<file path="src/rtl/temporizador_9b_if.sv">
// temporizador_9b_if: control/status bundle of the 9-bit down-counter timer.
// master drives load/value/sub, slave (the timer) returns the count and flags.
`default_nettype none

interface temporizador_9b_if #(
   parameter int WIDTH = 9
);
   logic             load;
   logic [WIDTH-1:0] value;
   logic             sub;
   logic [WIDTH-1:0] s;
   logic             zero;
   logic             busy;
   logic             done;

   modport master (
      output load, value, sub,
      input  s, zero, busy, done
   );

   modport slave (
      input  load, value, sub,
      output s, zero, busy, done
   );
endinterface

`default_nettype wire

</file>
<file path="src/rtl/temporizador_9b.sv">
// ============================================================================
// Module   : temporizador_9b
// Function : loadable down-counter/timer with prescaled decrement, saturates at
//            zero and pulses done once on expiry.
// Revision : 1.0 - initial release
// ============================================================================
`default_nettype none

module temporizador_9b #(
   parameter int WIDTH    = 9,
   parameter int TICK_DIV = 1
) (
   input  wire logic           clk,
   input  wire logic           reset,
   temporizador_9b_if.slave    bus
);
   localparam int c_PW = (TICK_DIV > 1) ? $clog2(TICK_DIV) : 1;

   localparam logic [c_PW-1:0]  c_PRE_MAX  = c_PW'(TICK_DIV - 1);
   localparam logic [c_PW-1:0]  c_PRE_ONE  = 1;
   localparam logic [WIDTH-1:0] c_S_ONE    = 1;

   localparam logic [1:0] c_IDLE = 2'd0;
   localparam logic [1:0] c_RUN  = 2'd1;
   localparam logic [1:0] c_FIM  = 2'd2;

   logic [1:0]       r_state;
   logic [1:0]       w_state_nxt;
   logic [WIDTH-1:0] r_s;
   logic [WIDTH-1:0] w_s_nxt;
   logic [c_PW-1:0]  r_pre;
   logic [c_PW-1:0]  w_pre_nxt;
   logic             r_done;
   logic             w_done_nxt;

   always_ff @(posedge clk) begin
      if (reset) begin
         r_state <= c_IDLE;
         r_s     <= '0;
         r_pre   <= '0;
         r_done  <= 1'b0;
      end else begin
         r_state <= w_state_nxt;
         r_s     <= w_s_nxt;
         r_pre   <= w_pre_nxt;
         r_done  <= w_done_nxt;
      end
   end

   always_comb begin
      w_state_nxt = r_state;
      w_s_nxt     = r_s;
      w_pre_nxt   = r_pre;
      w_done_nxt  = 1'b0;
      if (bus.load) begin
         w_s_nxt     = bus.value;
         w_pre_nxt   = '0;
         w_state_nxt = (bus.value != '0) ? c_RUN : c_IDLE;
      end else if (r_state == c_RUN && bus.sub) begin
         if (r_pre == c_PRE_MAX) begin
            w_pre_nxt = '0;
            // The zero guard keeps s saturated even if RUN were ever entered at 0.
            if (r_s != '0) begin
               w_s_nxt = r_s - c_S_ONE;
            end
            if (r_s == c_S_ONE) begin
               w_state_nxt = c_FIM;
               w_done_nxt  = 1'b1;
            end
         end else begin
            w_pre_nxt = r_pre + c_PRE_ONE;
         end
      end
   end

   always_comb begin
      bus.busy = (r_state == c_RUN);
      bus.zero = (r_s == '0);
      bus.s    = r_s;
      bus.done = r_done;
   end
endmodule

`default_nettype wire

</file>
<file path="src/flat_wrapper.sv">
// flat-port wrapper written by rule: the top's interface ports become plain ports
module temporizador_9b_flat 
#(
   parameter int WIDTH    = 9,
   parameter int TICK_DIV = 1
)
  (clk, reset, bus_load, bus_value, bus_sub, bus_s, bus_zero, bus_busy, bus_done);
  temporizador_9b_if #(.WIDTH(WIDTH)) bus_i ();
  input  wire logic clk;
  input  wire logic reset;
  input wire logic [$bits(bus_i.load)-1:0] bus_load;
  input wire logic [$bits(bus_i.value)-1:0] bus_value;
  input wire logic [$bits(bus_i.sub)-1:0] bus_sub;
  output wire logic [$bits(bus_i.s)-1:0] bus_s;
  output wire logic [$bits(bus_i.zero)-1:0] bus_zero;
  output wire logic [$bits(bus_i.busy)-1:0] bus_busy;
  output wire logic [$bits(bus_i.done)-1:0] bus_done;
  assign bus_i.load = bus_load;
  assign bus_i.value = bus_value;
  assign bus_i.sub = bus_sub;
  assign bus_s = bus_i.s;
  assign bus_zero = bus_i.zero;
  assign bus_busy = bus_i.busy;
  assign bus_done = bus_i.done;
  temporizador_9b #(.WIDTH(WIDTH), .TICK_DIV(TICK_DIV)) u_core (.clk(clk), .reset(reset), .bus(bus_i));
endmodule
</file>
<file path="config.mk">
export PLATFORM = sky130hd
export DESIGN_NAME = temporizador_9b_flat
export DESIGN_NICKNAME = d
export VERILOG_FILES = /design/src/rtl/temporizador_9b_if.sv /design/src/rtl/temporizador_9b.sv /design/src/flat_wrapper.sv
export SDC_FILE = /design/constraint.sdc
export NUM_CORES = 1
export LEC_CHECK = 0
export BUFFER_PORTS_ARGS = -buffer_cell sky130_fd_sc_hd__buf_2
export CORE_UTILIZATION = 32
export CTS_CLUSTER_SIZE = 8
export DETAILED_ROUTE_END_ITERATION = 16
export GPL_ROUTABILITY_DRIVEN = 0
export GPL_TIMING_DRIVEN = 0
export HOLD_SLACK_MARGIN = 0.15
export PLACE_DENSITY_LB_ADDON = 0.08
export RECOVER_POWER = 25
export SLEW_MARGIN = 0
export SYNTH_ARGS = -nofsm -noshare
export SYNTH_HDL_FRONTEND = slang
export SYNTH_SLANG_ARGS = --single-unit
</file>
<file path="constraint.sdc">
create_clock -name clk -period 2.55 [get_ports clk]
set_input_delay 0.1275 -clock clk [delete_from_list [all_inputs] [get_ports clk]]
set_output_delay 0.1275 -clock clk [all_outputs]
set_load 0.02 [all_outputs]
</file>
==> out/qor.txt <==
Top post-synthesis cells by area = dfxtp_1, nor2_1, a311oi_1
Worst-Margin Slew = 0.519 ns
Crit-path slowest cell = or4b_2
CP Capture Type = register
Fillcell total = 214
Clock Tree Buf Depth = 2
Setup slack after layout = 0.519 ns
# diodes = 0
Minimum clock period = 2.03 ns
Worst VDD drop = 0.198 mV
Final setup vio count = 0
Cell area power density = 494 nW/um2
Global-route usage over all layers = 17.2%
Final Cell Area = 923 um2
Critical Path Max Stage Delay = 0.61 ns
WP data required = 2.73 ns
Post-route ant nets = 0
Main synth FF type = dfxtp_1
Largest fanout on the critical path = 7
Footprint of the multi-input gates = 434 um2
CTS tree = done
TritonCTS Buffers = 3
CTS root buf = clkbuf_4
Critical path class = register to register
Mapped cell area = 704 um2
Yosys cell types = 34
Initial drt markers = 13
Final period util = 79.6%
Die W = 48.9 um
DR pass1 iterations = 4
Status = finished, final reports clean
Max Cap Violations = 0
CP startpoint = u_core.bus.s[0]$_SDFFE_PP0P_
Synthesized flop and latch total = 12
Clk sinks = 12
RSZ-0062 raised after global routing = no
Remaining DRCs = 0
Sequential standard cell area = 240 um2
Vias/cell = 5.24
Vias post-DR = 749
Final Max Tran Viols = 0
Hold Crit Class = input pin to register
Hold Startpoint = bus_load
Post-Route Setup TNS = 0 ns
Worst path arrival time = 2.21 ns
Clock transition at the registers of the reported paths = 0.07 ns
First-pass GRT wire length = 3.16 mm
Slew HR = 65.4%
Area Growth Syn to Fin = 31.1%
Placed instance area = 858 um2
Fin. Hold Viols = 0
EDFF count, synth = 0
Clk_skew = 0.00467 ns
Vias in the first global route = 675
Cells after Synth = 84
Commonest cells post-synth = dfxtp_1, nor2_1, a311oi_1
Avg Inst Size Synth = 8.39 um2
Io pins = 25
Nets = 134
Seq/Total Area, Yosys = 34.1%
Worst R2R Start = u_core.bus.s[0]$_SDFFE_PP0P_
HPWL Detailed = 1.38 mm
Rows = 16
Synthesis warning total = 0
Overall Power = 0.456 mW
Share of layout cells above drive strength 1 = 22.4%
Starting Density = 34.8%
H-tree Lvls = 1
Dominant cell type by area after synthesis = dfxtp_1
Synth async-reset ratio = 0%
Max Clk Rate = 492 MHz
Initial antenna violation count = 0
Syn nets = 100
Crit start category = register
GRT overflow = 0
CORE AREA = 2020 um2
Largest net degree at the start of global routing = 11
Worst-skew pair later-pin latency = 0.27 ns
Share of the synthesized area in the top cell type = 34.1%
Chip Height = 48.9 um
Static leakage = 0.369 nW
Total wire length = 1.90 mm
CP cell instances = inv_1 -> ha_1 -> or4b_1 -> o21ai_1 -> or4b_2 -> a311oi_1
Worst slack, placed = 0.536 ns
Port-buffer cells = 24
Die area = 2390 um2
Routed len/inst = 13.3 um
logic make-up (layout without fill, tap and decap cells):
group / after synthesis / after routing / synth area share (%)
AOI/OAI and AO/OA: 20 / 20 / 21.1
xor gates and xnor gates: 3 / 3 / 3.73
adders and majority gates: 3 / 3 / 5.33
buffers and inverters: 7 / 39 / 4.26
DFF: 12 / 12 / 34.1
and+or+nand+nor: 39 / 39 / 31.4
power breakdown:
group,switching (mW),internal [mW],total [mW]
clock network,0.0598,0.0546,0.114
logic,0.0710,0.0540,0.125
registers,0.0173,0.199,0.217
total,0.148,0.308,0.456
through the flow:
| step | util [%] | std cells | hold slack, ns |
|---|---|---|---|
| 2_1_floorplan | - | 84 | 0.291 |
| 3_3_place_gp | 42.5 | 135 | 0.414 |
| 3_5_place_dp | 42.5 | 135 | 0.416 |
| 4_1_cts | 46.0 | 143 | 0.184 |
| 5_1_grt | 45.7 | 143 | 0.198 |
| 6_report | 45.7 | 143 | 0.190 |
cell usage in the layout, fill, tap and decap left out, drive strengths merged, types with 4 or more instances in the layout:
| master | synthesis | final |
|---|---|---|
| a311oi | 5 | 5 |
| buf | 1 | 19 |
| nor4 | 4 | 4 |
| dfxtp | 12 | 12 |
| dlygate4sd3 | 0 | 5 |
| inv | 4 | 4 |
| nor2 | 12 | 12 |
| nand2 | 4 | 4 |
| clkbuf | 2 | 11 |
| o21ai | 4 | 4 |
layout make-up:
cell class              instances  area share, %
plain buffers                   3           1.63
clock buffers                   3           2.44
inverters                       4           1.63
multi-input cells              65           47.0
flip-flops and latches         12           26.0
well taps                      27           3.66
repair buffers                 29           17.6
critical path: cells and delay by family, from the launching register on:
family | cells | cell delay (ns)
simple gates | 2 | 0.80
buf+inv | 1 | 0.11
flops | 1 | 0.49
fa+ha+maj | 1 | 0.20
compound gates | 2 | 0.34
timing repair:
action	4_1_cts	5_1_grt
hold buffers	5	0
hold endpoints to repair	5	0
setup buffers	0	0
gates resized for setup	0	0
registers in the layout, summed over array words and instances (netlist names):
register	flops
u_core.bus.done	1
u_core.bus.s	9
u_core.r_state	2
routing by layer:
| layer | vias up | GRT usage [%] | routed length (um) |
|---|---|---|---|
| li1 | 383 | - | - |
| met4 | 0 | 7.35 | 21 |
| met1 | 339 | 24.4 | 975 |
| met5 | - | 0 | 0 |
| met3 | 3 | 2.80 | 88 |
| met2 | 24 | 25.2 | 810 |
final timing paths:
check	endpoint	slack [ns]	depth (start not counted)
max	u_core.bus.s[3]$_SDFFE_PP0P_	0.52	6
max reg2reg	u_core.bus.s[3]$_SDFFE_PP0P_	0.52	6
min reg2reg	u_core.r_state[1]$_SDFFE_PP0P_	0.46	2
min	u_core.bus.s[1]$_SDFFE_PP0P_	0.19	3
Power figures use the tool's default switching activity.
